**src/rtl/operand_issue.sv**
```systemverilog
// VR16 decode and operand-issue stage: register file, writeback, scoreboard
// hazard detection and the registered operand bundle handed to the ALU.
module operand_issue (
  input  logic        clk,
  input  logic        reset,
  input  logic [15:0] instr,
  input  logic        instr_valid,
  output logic        instr_ready,
  output logic        issue_valid,
  output logic [3:0]  _opcode,
  output logic [3:0]  _imm_value,
  output logic [15:0] operand_one,
  output logic [15:0] operand_two,
  output logic [3:0]  issue_rd,
  input  logic        wb_en,
  input  logic [3:0]  wb_addr,
  input  logic [15:0] wb_data,
  output logic [15:0] scoreboard
);

  logic [15:0] rf [16];

  logic [3:0]  op;
  logic [3:0]  rd;
  logic [3:0]  rs1;
  logic [3:0]  rs2;
  logic        writes_rd;
  logic        reads_rs2;
  logic [15:0] clr_mask;
  logic [15:0] pending;
  logic        hazard;
  logic        accept;
  logic [15:0] src1_val;
  logic [15:0] src2_val;
  logic [15:0] sb_next;

  assign op  = instr[15:12];
  assign rd  = instr[11:8];
  assign rs1 = instr[7:4];
  assign rs2 = instr[3:0];

  always_comb begin
    writes_rd = 1'b1;
    reads_rs2 = 1'b1;
    case (op)
      4'b0001, 4'b0011, 4'b0101, 4'b0111, 4'b1101: reads_rs2 = 1'b0;
      4'b1000, 4'b1001, 4'b1010, 4'b1111:          writes_rd = 1'b0;
      default: ;
    endcase
  end

  // A bit being cleared by this cycle's writeback no longer blocks issue.
  assign clr_mask = wb_en ? (16'd1 << wb_addr) : 16'd0;
  assign pending  = scoreboard & ~clr_mask;

  assign hazard = pending[rs1]
               || (reads_rs2 && pending[rs2])
               || (writes_rd && pending[rd]);

  assign instr_ready = reset && !hazard;
  assign accept      = instr_valid && instr_ready;

  always_comb begin
    src1_val = rf[rs1];
    src2_val = rf[rs2];
    if (wb_en && wb_addr == rs1) src1_val = wb_data;
    if (wb_en && wb_addr == rs2) src2_val = wb_data;
    if (rs1 == 4'd0) src1_val = 16'd0;
    if (rs2 == 4'd0) src2_val = 16'd0;
  end

  // Clear first, then set, so an issue and a writeback to the same rd keep the bit.
  always_comb begin
    sb_next = scoreboard;
    if (wb_en) sb_next[wb_addr] = 1'b0;
    if (accept && writes_rd && rd != 4'd0) sb_next[rd] = 1'b1;
    sb_next[0] = 1'b0;
  end

  always_ff @(posedge clk or negedge reset) begin
    if (!reset) begin
      for (int i = 0; i < 16; i++) rf[i] <= 16'd0;
      scoreboard  <= 16'd0;
      issue_valid <= 1'b0;
      _opcode     <= 4'd0;
      _imm_value  <= 4'd0;
      operand_one <= 16'd0;
      operand_two <= 16'd0;
      issue_rd    <= 4'd0;
    end else begin
      if (wb_en && wb_addr != 4'd0) rf[wb_addr] <= wb_data;
      scoreboard <= sb_next;
      if (accept) begin
        issue_valid <= 1'b1;
        _opcode     <= op;
        _imm_value  <= rs2;
        operand_one <= src1_val;
        operand_two <= src2_val;
        issue_rd    <= rd;
      end else begin
        issue_valid <= 1'b0;
        _opcode     <= 4'd0;
        _imm_value  <= 4'd0;
        operand_one <= 16'd0;
        operand_two <= 16'd0;
        issue_rd    <= 4'd0;
      end
    end
  end

endmodule

```
**config.mk**
```make
export PLATFORM = sky130hd
export DESIGN_NAME = operand_issue
export DESIGN_NICKNAME = d
export VERILOG_FILES = /design/src/rtl/operand_issue.sv
export SDC_FILE = /design/constraint.sdc
export NUM_CORES = 1
export LEC_CHECK = 0
export BUFFER_PORTS_ARGS = -buffer_cell sky130_fd_sc_hd__buf_2
export CORE_AREA = 2 2 187 143
export DETAILED_ROUTE_END_ITERATION = 6
export DIE_AREA = 0 0 189 145
export PLACE_DENSITY = 0.85
export SETUP_SLACK_MARGIN = 0.05
export SLEW_MARGIN = 5
export SYNTH_ARGS = -nofsm -noshare
export SYNTH_HDL_FRONTEND = slang
export SYNTH_SLANG_ARGS = --single-unit
```
**constraint.sdc**
```tcl
create_clock -name clk -period 6.8 [get_ports clk]
set_input_delay 1.02 -clock clk [delete_from_list [all_inputs] [get_ports clk]]
set_output_delay 1.02 -clock clk [all_outputs]
set_load 0.02 [all_outputs]
```
==> impl_metrics.prom <==
# TYPE chip_impl_metric gauge
chip_impl_info{name="status",value="complete, no violations"} 1
chip_impl_metric{name="boundaryPins",unit=""} 102
chip_impl_metric{name="power-per-cell-area",unit="mW/mm2"} 306
chip_impl_metric{name="grt_first_pass_wirelength",unit="mm"} 66.0
chip_impl_info{name="highest_count_cells_in_the_layout_ignoring_fill_and_taps",value="sky130_fd_sc_hd__dfrtp_1 (316), sky130_fd_sc_hd__mux2_2 (241), sky130_fd_sc_hd__mux4_2 (160), sky130_fd_sc_hd__buf_2 (95), sky130_fd_sc_hd__mux2i_1 (37)"} 1
chip_impl_metric{name="finalHoldViolCount",unit=""} 0
chip_impl_metric{name="h_tree_lvl_count",unit=""} 1
chip_impl_metric{name="dp_hpwl",unit="mm"} 24.5
chip_impl_info{name="worstPathCellList",value="buf_2 > nand3b_1 > o21ai_1 > mux2i_1 > o311a_1 > a32oi_2 > and2_1 > buf_2"} 1
chip_impl_metric{name="period_utilization",unit="%"} 64.8
chip_impl_metric{name="grtUsageTotal",unit="%"} 32.1
chip_impl_metric{name="fraction_of_registers_with_async_set_reset",unit="%"} 100
chip_impl_metric{name="fin_skew",unit="ns"} 0.0100
chip_impl_metric{name="ctsLongestPathBuffers",unit=""} 3
chip_impl_metric{name="first_global_vias",unit=""} 11000
chip_impl_metric{name="met1Wirelength",unit="mm"} 16.9
chip_impl_metric{name="antenna_found_initial",unit=""} 3
chip_impl_metric{name="synthesized_net_count",unit=""} 1135
chip_impl_metric{name="grt_start_max_net_pins",unit=""} 100
chip_impl_metric{name="critical_path.max_stage_delay",unit="ns"} 0.57
chip_impl_metric{name="critical_path_buf_inv_count",unit=""} 2
chip_impl_info{name="crit_path_kind",value="in -> out"} 1
chip_impl_metric{name="chipWidth",unit="um"} 189
chip_impl_info{name="tritoncts_clock_tree",value="done"} 1
chip_impl_metric{name="tritoncts.num_buffers",unit=""} 30
chip_impl_metric{name="worstSetupPathDepth",unit=""} 8
chip_impl_metric{name="route.met2.wl",unit="mm"} 19.8
chip_impl_metric{name="finish.utilization",unit="%"} 72.0
chip_impl_metric{name="port_buffers",unit=""} 100
chip_impl_metric{name="totalWireLength",unit="mm"} 42.7
chip_impl_info{name="cpMaxStageDelayCell",value="sky130_fd_sc_hd__nand3b_1"} 1
chip_impl_metric{name="std_cell_rows",unit=""} 51
chip_impl_info{name="crit_path_start",value="wb_addr[3]"} 1
chip_impl_metric{name="place.gp.congestion",unit=""} 0.917
chip_impl_metric{name="irDropWorstVdd",unit="uV"} 219
chip_impl_metric{name="average_wire_per_cell_in_the_routed_design",unit="um"} 28.5
chip_impl_metric{name="fill_cells",unit=""} 1620
chip_impl_metric{name="setup_fix_buffers_added_after_clock_tree_synthesis",unit=""} 0
chip_impl_info{name="mostFrequentLayoutCell",value="sky130_fd_sc_hd__dfrtp_1"} 1
chip_impl_metric{name="crit_fanout",unit=""} 15
chip_impl_metric{name="report.final.slew_viol_count",unit=""} 0
chip_impl_metric{name="ys_ff_latch",unit=""} 316
chip_impl_metric{name="holdBufCountCts",unit=""} 0
chip_impl_metric{name="worst_ep_required_time",unit="ns"} 5.78
chip_impl_metric{name="core-area",unit="mm2"} 0.0256
chip_impl_info{name="synthDominantAreaCellType",value="sky130_fd_sc_hd__dfrtp_1"} 1
chip_impl_metric{name="synth_area_per_cell",unit="um2"} 15.2
chip_impl_metric{name="initialDrtViolationCount",unit=""} 1126
chip_impl_info{name="synth_top_cells_by_area",value="sky130_fd_sc_hd__dfrtp_1 (48%), sky130_fd_sc_hd__mux4_2 (22%), sky130_fd_sc_hd__mux2_2 (16%)"} 1
chip_impl_metric{name="synth_enable_flop_cells",unit=""} 0
chip_impl_info{name="min_from",value="rf[240]"} 1
chip_impl_info{name="critical-path-top-delay-family",value="compound AO/OA/AOI/OAI gates"} 1
chip_impl_info{name="cp-start-kind",value="input port"} 1
chip_impl_metric{name="drt_antenna_net_count",unit=""} 0
chip_impl_metric{name="floorplan.initialDensity",unit="%"} 64.9
chip_impl_metric{name="max_slew.worst_pin.slew",unit="ns"} 1.20
chip_impl_metric{name="timing.setup.tns",unit="ns"} 0
chip_impl_info{name="rsz0062_at_grt",value="false"} 1
chip_impl_metric{name="portion_of_synthesized_cell_area_occupied_by_the_leading_cell_type",unit="%"} 47.6
chip_impl_info{name="rr_startpoint",value="scoreboard[8]"} 1
chip_impl_metric{name="die_area",unit="mm2"} 0.0274
chip_impl_metric{name="reg2reg_depth",unit=""} 8
chip_impl_metric{name="hold-path-cell-count",unit=""} 0
chip_impl_info{name="setup.worst_path.end_class",value="output port"} 1
chip_impl_metric{name="nets",unit=""} 1170
chip_impl_metric{name="post_detailed_route_via_to_cell_ratio",unit=""} 6.97
chip_impl_metric{name="achievable-frequency",unit="MHz"} 227
chip_impl_info{name="synth_ff_type",value="sky130_fd_sc_hd__dfrtp_1"} 1
chip_impl_metric{name="clkSlewWorstSetupHoldPaths",unit="ns"} 0.06
chip_impl_metric{name="clk_latency",unit="ns"} 0.56
chip_impl_metric{name="relSlewSlack",unit="%"} 19.7
chip_impl_metric{name="synth.distinct_cells",unit=""} 55
chip_impl_metric{name="finalSetupViolCount",unit=""} 0
chip_impl_info{name="hold_path.class",value="reg -> reg"} 1
chip_impl_metric{name="met3WireLength",unit="mm"} 4.18
chip_impl_metric{name="die_height",unit="um"} 145
chip_impl_metric{name="timing.critical_path.arrival",unit="ns"} 3.39
chip_impl_metric{name="finalCriticalPeriod",unit="ns"} 4.41
chip_impl_info{name="root_buffer",value="sky130_fd_sc_hd__clkbuf_16"} 1
chip_impl_info{name="topRoutingLayerUsed",value="met5"} 1
chip_impl_metric{name="flow.area_growth_from_synthesis",unit="%"} 11.0
chip_impl_metric{name="drcViolationCount",unit=""} 0
chip_impl_info{name="critical_path.most_common_cell",value="sky130_fd_sc_hd__buf_2"} 1
chip_impl_metric{name="drt_first_pass_iters",unit=""} 5
chip_impl_metric{name="cts_sinks",unit=""} 316
chip_impl_metric{name="drive_gt1_share",unit="%"} 54.2
chip_impl_metric{name="cts_resized",unit=""} 0
chip_impl_metric{name="synthCells",unit=""} 1095
chip_impl_metric{name="grt_overflow",unit=""} 0
chip_impl_metric{name="yosysSeqAreaShare",unit="%"} 47.6
chip_impl_metric{name="max_cap_viol_count",unit=""} 0
chip_impl_metric{name="mappedNetlistArea",unit="mm2"} 0.0166
chip_impl_metric{name="yosys_warnings",unit=""} 0
chip_impl_metric{name="vias",unit=""} 10400
chip_impl_metric{name="power.leakage",unit="nW"} 7.71
[power breakdown]
| part | internal (mW) | total (mW) | switching, mW |
|---|---|---|---|
| registers | 2.24 | 2.51 | 0.273 |
| clock network | 1.18 | 1.92 | 0.740 |
| logic | 0.713 | 1.20 | 0.491 |
| total | 4.14 | 5.64 | 1.50 |
[routing by layer]
metal,vias to the layer above,global-route usage [%]
li1,4279,-
met1,5440,45.0
met4,4,13.1
met5,-,0
met2,593,48.2
met3,132,8.73
[final cells by class]
class	instances	area, um2	share of cell area, %
Antenna cell	1	2.50	0.0136
Clock buffer	41	893	4.85
Clock inverter	15	258	1.40
Inverter	8	30.0	0.163
Multi-Input combinational cell	653	8220	44.6
Sequential cell	316	7910	42.9
Tap cell	344	430	2.34
Timing Repair Buffer	121	678	3.68
[cell usage after synthesis (11+ instances only)]
| cell | n |
|---|---|
| sky130_fd_sc_hd__clkbuf_1 | 84 |
| sky130_fd_sc_hd__dfrtp_1 | 316 |
| sky130_fd_sc_hd__buf_2 | 15 |
| sky130_fd_sc_hd__buf_1 | 13 |
| sky130_fd_sc_hd__mux2_2 | 241 |
| sky130_fd_sc_hd__and2_1 | 11 |
| sky130_fd_sc_hd__o211ai_1 | 17 |
| sky130_fd_sc_hd__nor2_1 | 19 |
| sky130_fd_sc_hd__nor3b_2 | 15 |
| sky130_fd_sc_hd__mux4_2 | 160 |
| sky130_fd_sc_hd__o21ai_0 | 25 |
| sky130_fd_sc_hd__nand2_1 | 21 |
| sky130_fd_sc_hd__mux2i_1 | 37 |
[flip-flops by register name, summed over array words and instances (netlist names)]
name and count:
issue_valid 1, operand_two 16, operand_one 16, issue_rd 4, _opcode 4, _imm_value 4
scoreboard 15, rf 256
[worst paths after layout]
| check | endpoint | slack, ns |
|---|---|---|
| worst max-delay path | instr_ready | 2.39 |
| worst min-delay path | rf[240] | 0.40 |
| worst max register to register | _opcode[0] | 4.06 |
| worst min register to register | rf[240] | 0.40 |
| max in group asynchronous | rf[50] | 4.76 |
| min in group asynchronous | scoreboard[12] | 0.49 |
[metrics by stage]
stage	power [mW]	hold slack [ns]	cells	area, um2	worst slack, ns
2_1_floorplan	3.37	0.441	1095	16600	3.05
3_3_place_gp	3.64	0.377	1442	17300	2.41
3_5_place_dp	3.72	0.384	1442	17300	2.40
4_1_cts	5.64	0.397	1498	18400	2.38
5_1_grt	5.86	0.416	1498	18400	2.18
6_report	5.64	0.396	1499	18400	2.39
[cells by family (layout without fill, tap and decap cells)]
kind of cell / count (synthesis) / after routing / synth area share [%]
other: 1 / 2 / 0.0226
XOR/XNOR: 10 / 10 / 0.528
flip-flops: 316 / 316 / 47.6
buffers and inverters: 126 / 185 / 3.19
multiplexers: 438 / 438 / 40.3
AND/OR/NAND/NOR: 125 / 125 / 5.03
AO/OA/AOI/OAI: 79 / 79 / 3.33
(Power assumes the default switching activity.)
